## src/rtl/poly_eval_driver.sv

```systemverilog
// Drives the quadratic evaluator's press/release operand entry, samples its result
// and compares it against an internally computed truncating reference.
module poly_eval_driver #(
    parameter int WIDTH       = 8,
    parameter int HOLD        = 2,
    parameter int GAP         = 2,
    parameter int RESULT_WAIT = 6
) (
    input  logic             clk,
    input  logic             resetn,
    input  logic             start,
    input  logic [WIDTH-1:0] coef_a,
    input  logic [WIDTH-1:0] coef_b,
    input  logic [WIDTH-1:0] coef_c,
    input  logic [WIDTH-1:0] x_in,
    output logic [WIDTH-1:0] data_out,
    output logic             go,
    input  logic [WIDTH-1:0] result_in,
    output logic             busy,
    output logic             done,
    output logic [WIDTH-1:0] result,
    output logic [WIDTH-1:0] expected,
    output logic             match
);

    localparam int MAX_DUR_HG = (HOLD > GAP) ? HOLD : GAP;
    localparam int MAX_DUR    = (MAX_DUR_HG > RESULT_WAIT) ? MAX_DUR_HG : RESULT_WAIT;
    localparam int CNT_W      = $clog2(MAX_DUR + 1);

    localparam logic [CNT_W-1:0] HOLD_LAST = CNT_W'(HOLD - 1);
    localparam logic [CNT_W-1:0] GAP_LAST  = CNT_W'(GAP - 1);
    localparam logic [CNT_W-1:0] WAIT_LAST = CNT_W'(RESULT_WAIT - 1);

    typedef enum logic [2:0] {
        S_IDLE,
        S_SETUP,
        S_PRESS,
        S_RELEASE,
        S_WAIT
    } state_t;

    state_t           state;
    state_t           state_next;
    logic [CNT_W-1:0] cnt;
    logic [CNT_W-1:0] cnt_next;
    logic [1:0]       idx;
    logic [1:0]       idx_next;
    logic [WIDTH-1:0] dout_next;
    logic             accept;
    logic             capture;
    logic [WIDTH-1:0] ops [4];
    logic [WIDTH-1:0] ref_value;

    // Truncating multiply-accumulate, matching the evaluator's W-bit datapath.
    function automatic logic [WIDTH-1:0] mul_add(
        input logic [WIDTH-1:0] m,
        input logic [WIDTH-1:0] x,
        input logic [WIDTH-1:0] b
    );
        logic [2*WIDTH-1:0] prod;
        prod = {{WIDTH{1'b0}}, m} * {{WIDTH{1'b0}}, x};
        return prod[WIDTH-1:0] + b;
    endfunction

    assign ref_value = mul_add(mul_add(coef_a, x_in, coef_b), x_in, coef_c);

    assign go   = (state == S_PRESS);
    assign busy = (state != S_IDLE);

    always_comb begin
        state_next = state;
        cnt_next   = cnt;
        idx_next   = idx;
        dout_next  = data_out;
        accept     = 1'b0;
        capture    = 1'b0;
        case (state)
            S_IDLE: begin
                if (start) begin
                    accept     = 1'b1;
                    idx_next   = 2'd0;
                    dout_next  = coef_a;
                    cnt_next   = '0;
                    state_next = S_SETUP;
                end
            end
            S_SETUP: begin
                cnt_next   = HOLD_LAST;
                state_next = S_PRESS;
            end
            S_PRESS: begin
                if (cnt == '0) begin
                    if (idx == 2'd3) begin
                        cnt_next   = WAIT_LAST;
                        state_next = S_WAIT;
                    end else begin
                        cnt_next   = GAP_LAST;
                        state_next = S_RELEASE;
                    end
                end else begin
                    cnt_next = cnt - 1'b1;
                end
            end
            S_RELEASE: begin
                if (cnt == '0) begin
                    idx_next   = idx + 2'd1;
                    dout_next  = ops[idx + 2'd1];
                    cnt_next   = '0;
                    state_next = S_SETUP;
                end else begin
                    cnt_next = cnt - 1'b1;
                end
            end
            S_WAIT: begin
                if (cnt == '0) begin
                    capture    = 1'b1;
                    state_next = S_IDLE;
                end else begin
                    cnt_next = cnt - 1'b1;
                end
            end
            default: begin
                state_next = S_IDLE;
            end
        endcase
    end

    always_ff @(posedge clk) begin
        if (!resetn) begin
            state    <= S_IDLE;
            cnt      <= '0;
            idx      <= 2'd0;
            data_out <= '0;
            done     <= 1'b0;
            result   <= '0;
            expected <= '0;
            match    <= 1'b0;
        end else begin
            state    <= state_next;
            cnt      <= cnt_next;
            idx      <= idx_next;
            data_out <= dout_next;
            done     <= capture;
            if (accept) begin
                expected <= ref_value;
            end
            if (capture) begin
                result <= result_in;
                match  <= (result_in == expected);
            end
        end
    end

    // Operand store is pure data; it is always rewritten before use.
    always_ff @(posedge clk) begin
        if (accept) begin
            ops[0] <= coef_a;
            ops[1] <= coef_b;
            ops[2] <= coef_c;
            ops[3] <= x_in;
        end
    end

endmodule

```

## config.mk

```make
export PLATFORM = sky130hd
export DESIGN_NAME = poly_eval_driver
export DESIGN_NICKNAME = d
export VERILOG_FILES = /design/src/rtl/poly_eval_driver.sv
export SDC_FILE = /design/constraint.sdc
export NUM_CORES = 1
export LEC_CHECK = 0
export ABC_AREA = 1
export CORE_MARGIN = 1.5
export CORE_UTILIZATION = 32
export CTS_CLUSTER_SIZE = 12
export DETAILED_ROUTE_END_ITERATION = 16
export PLACE_DENSITY = 0.59
export SYNTH_ARGS = -nofsm -noshare
export SYNTH_HDL_FRONTEND = slang
export SYNTH_SLANG_ARGS = --single-unit
export TNS_END_PERCENT = 30
```

## constraint.sdc

```tcl
create_clock -name clk -period 8.02 [get_ports clk]
set_input_delay 1.203 -clock clk [delete_from_list [all_inputs] [get_ports clk]]
set_output_delay 1.203 -clock clk [all_outputs]
set_load 0.01 [all_outputs]
```

==> results of run 1 <==
-- worst paths after layout --
check / to / slack (ns) / depth (start not counted)
setup / recovery: expected[7]$_SDFFE_PN0P_ / 0.40 / 35
setup reg to reg: data_out[5]$_SDFFE_PN0P_ / 5.86 / 11
hold reg to reg: cnt[1]$_SDFFE_PN0P_ / 0.47 / 2
hold / removal: cnt[1]$_SDFFE_PN0P_ / 0.47 / 2
-- stage by stage --
step                setup WS [ns]  hold slack (ns)  cells  util [%]  cell area, um^2
finish                      0.401            0.467    992      42.2             6710
global route               0.0439            0.480    992      42.2             6710
CTS                         0.121            0.471    992      41.7             6620
detailed placement         -0.203            0.462    976      39.9             6330
global placement           -0.136            0.457    976      39.9             6330
floorplan                   0.458            0.444    674         -             5200
-- placed cells by master, fill, tap and decap left out, drive strengths merged --
master / instances
a211oi: 1
a21o: 1
a21oi: 27
buf: 34
clkbuf: 12
clkdlybuf4s50: 60
clkinv: 3
dfxtp: 34
dlymetal6s2s: 10
edfxtp: 32
fa: 36
ha: 37
inv: 154
nand2: 152
nand3: 31
nand3b: 3
nand4: 1
nor2: 70
nor3: 4
nor3b: 1
nor4: 4
o21ai: 46
o221ai: 1
o22ai: 8
xnor2: 3
xor2: 11
-- worst max-delay path, delay by kind of cell --
kind / cells / cell delay (ns)
AOI/OAI and AO/OA: 1 / 0.15
adders and majority gates: 10 / 4.54
buffers and inverters: 9 / 0.90
and+or+nand+nor: 15 / 1.04
-- flip-flops by register name, indices dropped and copies added, names as in the netlist --
register / cells
idx: 2
result: 8
data_out: 8
match: 1
cnt: 3
ops: 32
expected: 8
done: 1
state: 3
-- report_power, final --
group | switching [uW] | internal (uW) | total [uW]
sequential | 52.2 | 445 | 497
clock | 141 | 234 | 374
combinational | 848 | 669 | 1520
-- per-layer routing --
metal,GRT usage [%],up-vias
li1,-,2282
met1,21.8,2040
met2,24.5,58
met3,1.95,8
met4,5.49,0
met5,0,-
-- Yosys cell counts --
library cell and instances:
nand2_2 7, a21o_1 1, inv_1 143, nand4_1 1
a211oi_1 1, nand2_1 145, buf_6 1, xor2_1 11
nand3b_1 3, dfxtp_1 34, xnor2_2 1, clkinv_1 1
nor3_2 1, nor2_2 5, o21ai_1 8, nor4_1 4
edfxtp_1 32, o22ai_1 8, buf_2 5, nor3_1 3
clkbuf_1 8, a21oi_1 27, ha_1 37, nor3b_1 1
buf_4 4, o21ai_0 38, nor2_1 62, inv_2 9
xnor2_1 2, nor2_4 3, nand3_2 2, nand3_1 29
fa_1 36, o221ai_1 1
-- repair_timing --
action                     4_1_cts  5_1_grt
gates resized for setup          0       22
setup endpoints to repair        0        1
buffers inserted                 0        0
-- cell families (layout without fill, tap and decap cells) --
logic type | after synthesis | after routing | synth area share (%)
AO/OA/AOI/OAI | 84 | 84 | 8.44
XOR/XNOR | 14 | 14 | 2.50
adder cells (fa/ha/maj) | 73 | 73 | 22.8
buffers and inverters | 171 | 273 | 12.9
flip-flops | 66 | 66 | 31.6
AND/OR/NAND/NOR | 266 | 266 | 21.9
-- cell type report --
cell class / instances / area (um^2)
Tap cell: 216 / 270
Multi-Input combinational cell: 437 / 2940
Clock buffer: 12 / 267
Timing Repair Buffer: 104 / 992
Inverter: 153 / 574
Sequential cell: 66 / 1640
Fill cell: 1646 / 9180
Clock inverter: 4 / 22.5
==> impl.org, run 1 <==
** Final layout
- The number of antenna diodes in the final layout is 0.
- The final layout contains 887 nets.
- Post-synthesis to final-layout area growth :: 28.9%
- Share of layout cells above drive strength 1 :: 11.1%

** Timing
- At the pin with the least slew margin, the transition time is 0.846 ns.
- Setup-violating endpoint count in the final report :: 0
- Max-Slew Margin vs Limit :: 43.4%
- For the final database, setup skew stands at 0.00726 ns.
- Based on the critical path, the design can be clocked at up to 131 MHz.
- RSZ-0062 raised after global routing :: false
- The total count of max-transition violations in the final report came to 0.
- Setup total negative slack :: 0 ns
- Final critical path time including I/O delays and setup :: 7.62 ns
- Tcrit/Tclk final :: 95.0%
- The final count of hold timing violations was 0.

** Routing
- In this run the top signal layer used is met4.
- In this run the remaining antenna-violating nets after routing total 0.
- Dividing the detail-routed wire length by the instance count gives 12.5 um.
- Number of detailed-routing iterations run before antenna repair :: 5
- The routed design uses 5790 um of met2 wire.
- Total wirelength of the detailed-routed design :: 12,400 um
- The detailed router placed 4,388 vias in this run.
- Length of routed met3 wiring :: 402 um
- After the first detailed-routing iteration, the DRC count stood at 225.
- The detailed router put a total of 6070 um of wire on met1.
- DRC violation count after routing :: 0
- Per-cell via count in the routed design :: 4.42

** Setup path
- The cell that appears most often on the critical path is nand2_1.
- Arrival time at the worst endpoint :: 7.83 ns
- The startpoint identified for the worst register-to-register timing path is state[0]$_SDFFE_PN0P_.
- On the worst path, the slowest cell contributes a delay of 0.56 ns.
- Critical path type :: input port to flop
- The worst setup path is launched from an input port.
- Slowest cell on the critical path :: fa_1
- The most critical setup path has its startpoint at coef_a[6].
- At the worst endpoint, the required time is 8.23 ns.
- Biggest fanout along the worst timing path :: 3
- Setup crit end kind :: flop

** Place
- During placement, the flow inserted port buffers numbering 70.
- After legalization and detailed placement, the total HPWL measured 10,100 um.
- RePlAce Congestion :: 0.843

** CTS
- Clock transition at the register clock pins on the worst setup and hold paths after CTS :: 0.06 ns
- Hold repair after CTS inserted 0 buffers.
- TritonCTS built the clock tree.
- Max Root-Sink Buffers :: 2
- Number of levels the H-tree was split into :: 3
- Clock Sink Count :: 66
- Clock tree synthesis inserted a total of 9 buffers.
- The later pin in the worst-skew pair is clocked with a latency of 0.33 ns.
- In this run the clock root is driven by a clkbuf_16.

** Pwr
- Maximum vdd ir drop :: 0.198 mV
- Dividing total power by cell area gives a power density of 356 mW/mm^2.
- Summed over all cells, the static leakage comes to 0.00342 uW.
- Power comes to 2390 uW.

** Die
- The die is 131 um wide.
- The die is 131 um tall.
- Core box area :: 0.0159 mm^2
- Row Count :: 46
- The die covers 0.0170 mm^2.
- Effective utilization at floorplan :: 32.8%
- 71 I/O pins were placed.

** Yosys
- Syn avg cell area :: 7.72 um^2
- Yosys warnings :: 0
- By area the synthesized netlist is led by edfxtp_1 (18%), fa_1 (14%), dfxtp_1 (13%), nand2_1 (10%), inv_1 (10%).
- In this run, synthesis produced a sequential element count of 66.
- Area share of the leading cell type in the synthesized netlist :: 18.5%
- The mapped netlist covers 0.00520 mm^2.
- Number of distinct library cells after synthesis :: 34
- Synthesized instance count :: 674
- Sequential elements use 31.6% of the synthesized area.
- Post-synthesis cell type with the largest combined area :: edfxtp_1
- Net count of the mapped netlist :: 790

** GRT
- Entering global routing, the biggest net connects 45 pins.
- GRT overflow :: 0
- For this run, the total global-route usage over all layers was measured as 15.4%.
- Vias in the first global route :: 4,093
- The first global-routing pass estimated 20,300 um of wire.
- The initial antenna violation count came to 0.

** Status
- The flow ran to the end, and the final reports show no timing, DRC or antenna violations.

** Flow run
- Max-cap viol count :: 0

** Worst hold path
- Startpoint of the tightest hold check path :: cnt[1]$_SDFFE_PN0P_
- Tightest Hold Check Type :: flop to flop
Power figures use the tool's default switching activity.
==> run 2: changes to the inputs <==
--- a/config.mk
+++ b/config.mk
@@ -7,10 +7,11 @@
 export LEC_CHECK = 0
 export ABC_AREA = 1
 export CORE_MARGIN = 1.5
-export CORE_UTILIZATION = 32
+export CORE_UTILIZATION = 51
+export CTS_CLUSTER_DIAMETER = 40
 export CTS_CLUSTER_SIZE = 12
 export DETAILED_ROUTE_END_ITERATION = 16
-export PLACE_DENSITY = 0.59
+export PLACE_DENSITY = 0.84
 export SYNTH_ARGS = -nofsm -noshare
 export SYNTH_HDL_FRONTEND = slang
 export SYNTH_SLANG_ARGS = --single-unit
==> impl.org, run 2 (synthesized netlist as in run 1, its figures left out) <==
** Setup path
- Worst reg-to-reg setup slack :: 5.41 ns (was 5.86 ns)
- The arrival time of data at the critical path endpoint came to 7.88 ns (was 7.83 ns).
- The launch point of the worst path is coef_b[3] (was coef_a[6]).
- Setup crit end :: expected[7]$_SDFFE_PN0P_ (unchanged)
- The worst reg2reg path depth came to 9 (was 11).
- Worst reg2reg path endpoint :: idx[0]$_SDFFE_PN0P_ (was data_out[5]$_SDFFE_PN0P_)
- The largest fanout on the critical path came to 3 (unchanged).
- The element type at the critical path end was a flop (unchanged).
- Number of cells on the critical path :: 39 (was 35)
- Reg2Reg Launch Point :: state[0]$_SDFFE_PN0P_ (unchanged)
- The buffers plus inverters on the worst setup path is 13 (was 9).
- Cell repeated most along the worst path :: inv_1 (was nand2_1)
- The worst stage delay on the critical path came to 0.54 ns (was 0.56 ns).
- The kind of start point of the critical path is an input port (unchanged).
- The critical path start-end classification is input port to flop (unchanged).
- Slowest cell on the critical path :: fa_1 (unchanged)
- The critical path data required time came to 8.27 ns (was 8.23 ns).
- CP delay by family, top :: adder cells (unchanged)

** CTS
- The number of levels the H-tree was split into was 3 (unchanged).
- Number of buffers added for setup after CTS :: 0 (unchanged)
- Root Driver :: clkbuf_8 (was clkbuf_16)
- The count of cells resized by post-cts repair is 0 (unchanged).
- The number of buffers created by CTS came to 9 (unchanged).
- The TritonCTS clock tree is done (unchanged).
- Insertion delay to the later sink of the worst-skew pair :: 0.35 ns (was 0.33 ns)
- Clock transition at the register clock pins on the worst setup and hold paths after CTS :: 0.07 ns (was 0.06 ns)
- Max Root-Sink Buffers :: 2 (unchanged)
- The number of buffers inserted by hold repair at cts is 0 (unchanged).
- The clock net sink count came to 66 (unchanged).

** Final layout
- The total area of sequential cells was 0.00164 mm^2 (unchanged).
- Share of layout cells above drive strength 1 :: 10.1% (was 11.1%)
- Commonest non-fill, non-tap cells in the layout :: nand2_1 (145), inv_1 (143), nor2_1 (62), clkdlybuf4s50_1 (62), o21ai_0 (38) (was nand2_1 (144), inv_1 (142), nor2_1 (62))
- The number of nets in the layout was 884 (was 887).
- The total area of multi-input combinational cells was 0.00294 mm^2 (unchanged).
- Register with the most flip-flops :: ops (unchanged)
- Post-synthesis to final-layout area growth :: 24.2% (was 28.9%)
- Core occupancy in the finished layout :: 65.8% (was 42.2%)
- Count of non-filler cells in the finished layout :: 906 (was 992)
- The area of all placed cells without fillers was 0.00646 mm^2 (was 0.00671 mm^2).
- The number of fillers in the final layout came to 822 (was 1,646).
- Flip-flop count of the largest register after layout :: 32 (unchanged)
- The most common library cell in the layout ignoring fill and taps is nand2_1 (unchanged).
- The number of inserted diodes was 0 (unchanged).

** Routing
- The number of DRC violations after detailed-routing iteration 0 was 350 (was 225).
- The DRC violations left came to 0 (unchanged).
- The via count normalized by instance count is 5.17 (was 4.42).
- Total vias in the final route :: 4,683 (was 4,388)
- Number of nets with antenna violations after detailed routing :: 0 (unchanged)
- The routed wire length per instance was 14.7 um (was 12.5 um).
- Number of detailed-routing iterations run before antenna repair :: 5 (unchanged)
- Total wirelength of the detailed-routed design :: 13,300 um (was 12,400 um)

** Timing
- Final count of hold timing violations :: 0 (unchanged)
- The period utilization came to 95.2% (was 95.0%).
- The final-layout worst hold slack was 0.473 ns (was 0.467 ns).
- The relative slew slack came to 24.5% (was 43.4%).
- The maximum clock skew at final layout came to 0.00883 ns (was 0.00726 ns).
- Final critical path time including I/O delays and setup :: 7.63 ns (was 7.62 ns)
- The final critical-path setup slack is 0.389 ns (was 0.401 ns).
- The transition time of the tightest slew-check pin is 1.13 ns (was 0.846 ns).
- The total count of max-transition violations in the final report is 0 (unchanged).
- Highest clock frequency the design can meet :: 131 MHz (about the same)
- The setup violation total in the final timing report is 0 (unchanged).

** Pwr
- Power per cell area :: 366 mW/mm^2 (was 356 mW/mm^2)
- The cell leakage power came to 0.00333 uW (was 0.00342 uW).
- The internal power of the cells is 1270 uW (was 1350 uW).
- The sequential group share of total power was 21.0% (was 20.8%).
- The worst-case vdd ir drop is 0.320 mV (was 0.198 mV).
- Combinational power share :: 67.6% (was 63.5%)
- The share of total power consumed by net switching was 46.2% (was 43.6%).
- The switching power total was 1090 uW (was 1040 uW).
- The clock group share of total power came to 11.4% (was 15.7%).

** GRT
- The initial antenna violation count was 0 (unchanged).
- Global router's overall resource usage :: 26.0% (was 15.4%)
- GRT overflow :: 0 (unchanged)
- The maximum number of pins on one net before global-route repair was 45 (unchanged).
- The wire length of the first global-routing pass came to 22,200 um (was 20,300 um).
- Vias in the first global route :: 4,745 (was 4,093)

** Die
- Row Count :: 36 (was 46)
- The starting density of the core came to 53.0% (was 32.8%).
- Floorplan die area :: 0.0108 mm^2 (was 0.0170 mm^2)
- Count of pins on the block boundary :: 71 (unchanged)
- Core box area :: 0.00982 mm^2 (was 0.0159 mm^2)
- The width of the die came to 104 um (was 131 um).
- The die span in y was 104 um (was 131 um).

** Status
- Outcome: finished, final reports clean (unchanged).

** Worst hold path
- The worst hold path class is flop to flop (unchanged).

** Place
- The post-DP HPWL came to 10,200 um (was 10,100 um).
- The worst slack at placement came to -0.220 ns (was -0.203 ns).
- The number of buffer cells added on primary ports was 70 (unchanged).
- Placed Instance Area :: 0.00621 mm^2 (was 0.00633 mm^2)
- Post-Place Cells :: 890 (was 976)
- RePlAce Congestion :: 0.942 (was 0.843)

** Flow run
- Max-cap viol count :: 0 (unchanged)
==> run 2: layout make-up <==
class	instances	area share [%]
clock inverters	6	0.890
flip-flops and latches	66	25.4
clock buffers	10	1.97
well taps	133	2.57
inverters	153	8.89
repair buffers	101	14.8
multi-input cells	437	45.5
==> run 2: worst min path at each step <==
stage | startpoint | end | slack (ns) | cells after the start
6_report | cnt[1]$_SDFFE_PN0P_ | cnt[1]$_SDFFE_PN0P_ | 0.47 | 2
3_5_place_dp | cnt[1]$_SDFFE_PN0P_ | cnt[1]$_SDFFE_PN0P_ | 0.47 | 2
3_3_place_gp | cnt[1]$_SDFFE_PN0P_ | cnt[1]$_SDFFE_PN0P_ | 0.46 | 2
5_1_grt | cnt[1]$_SDFFE_PN0P_ | cnt[1]$_SDFFE_PN0P_ | 0.51 | 2
4_1_cts | cnt[1]$_SDFFE_PN0P_ | cnt[1]$_SDFFE_PN0P_ | 0.48 | 2
2_1_floorplan | cnt[1]$_SDFFE_PN0P_ | cnt[1]$_SDFFE_PN0P_ | 0.44 | 2
==> run 2: tightest hold or removal path: stages, from the launching register on <==
cell     delay (ns)
dfxtp_1        0.31
nand2_1        0.06
a21oi_1        0.06
==> run 2: layer usage <==
metal | vias up | GRT usage, % | part of all wire [%]
li1 | 2272 | - | -
met1 | 2194 | 31.5 | 40
met2 | 184 | 45.5 | 50
met3 | 33 | 2.94 | 6.5
met4 | 0 | 13.2 | 3.3
met5 | - | 0 | 0
==> run 2: through the flow <==
step / power [uW] / setup TNS [ns]
floorplan: 1540 / 0
global placement: 1930 / -0.0388
detailed placement: 2000 / -0.220
CTS: 2290 / 0
global route: 2640 / -0.0358
finish: 2370 / 0
==> run 2: power by group through the flow <==
stage               Clock, uW  Sequential [uW]  Combinational, uW
floorplan                   0              501               1040
global route              286              505               1850
finish                    270              497               1600
CTS                       270              497               1520
global placement            0              501               1430
detailed placement          0              504               1490
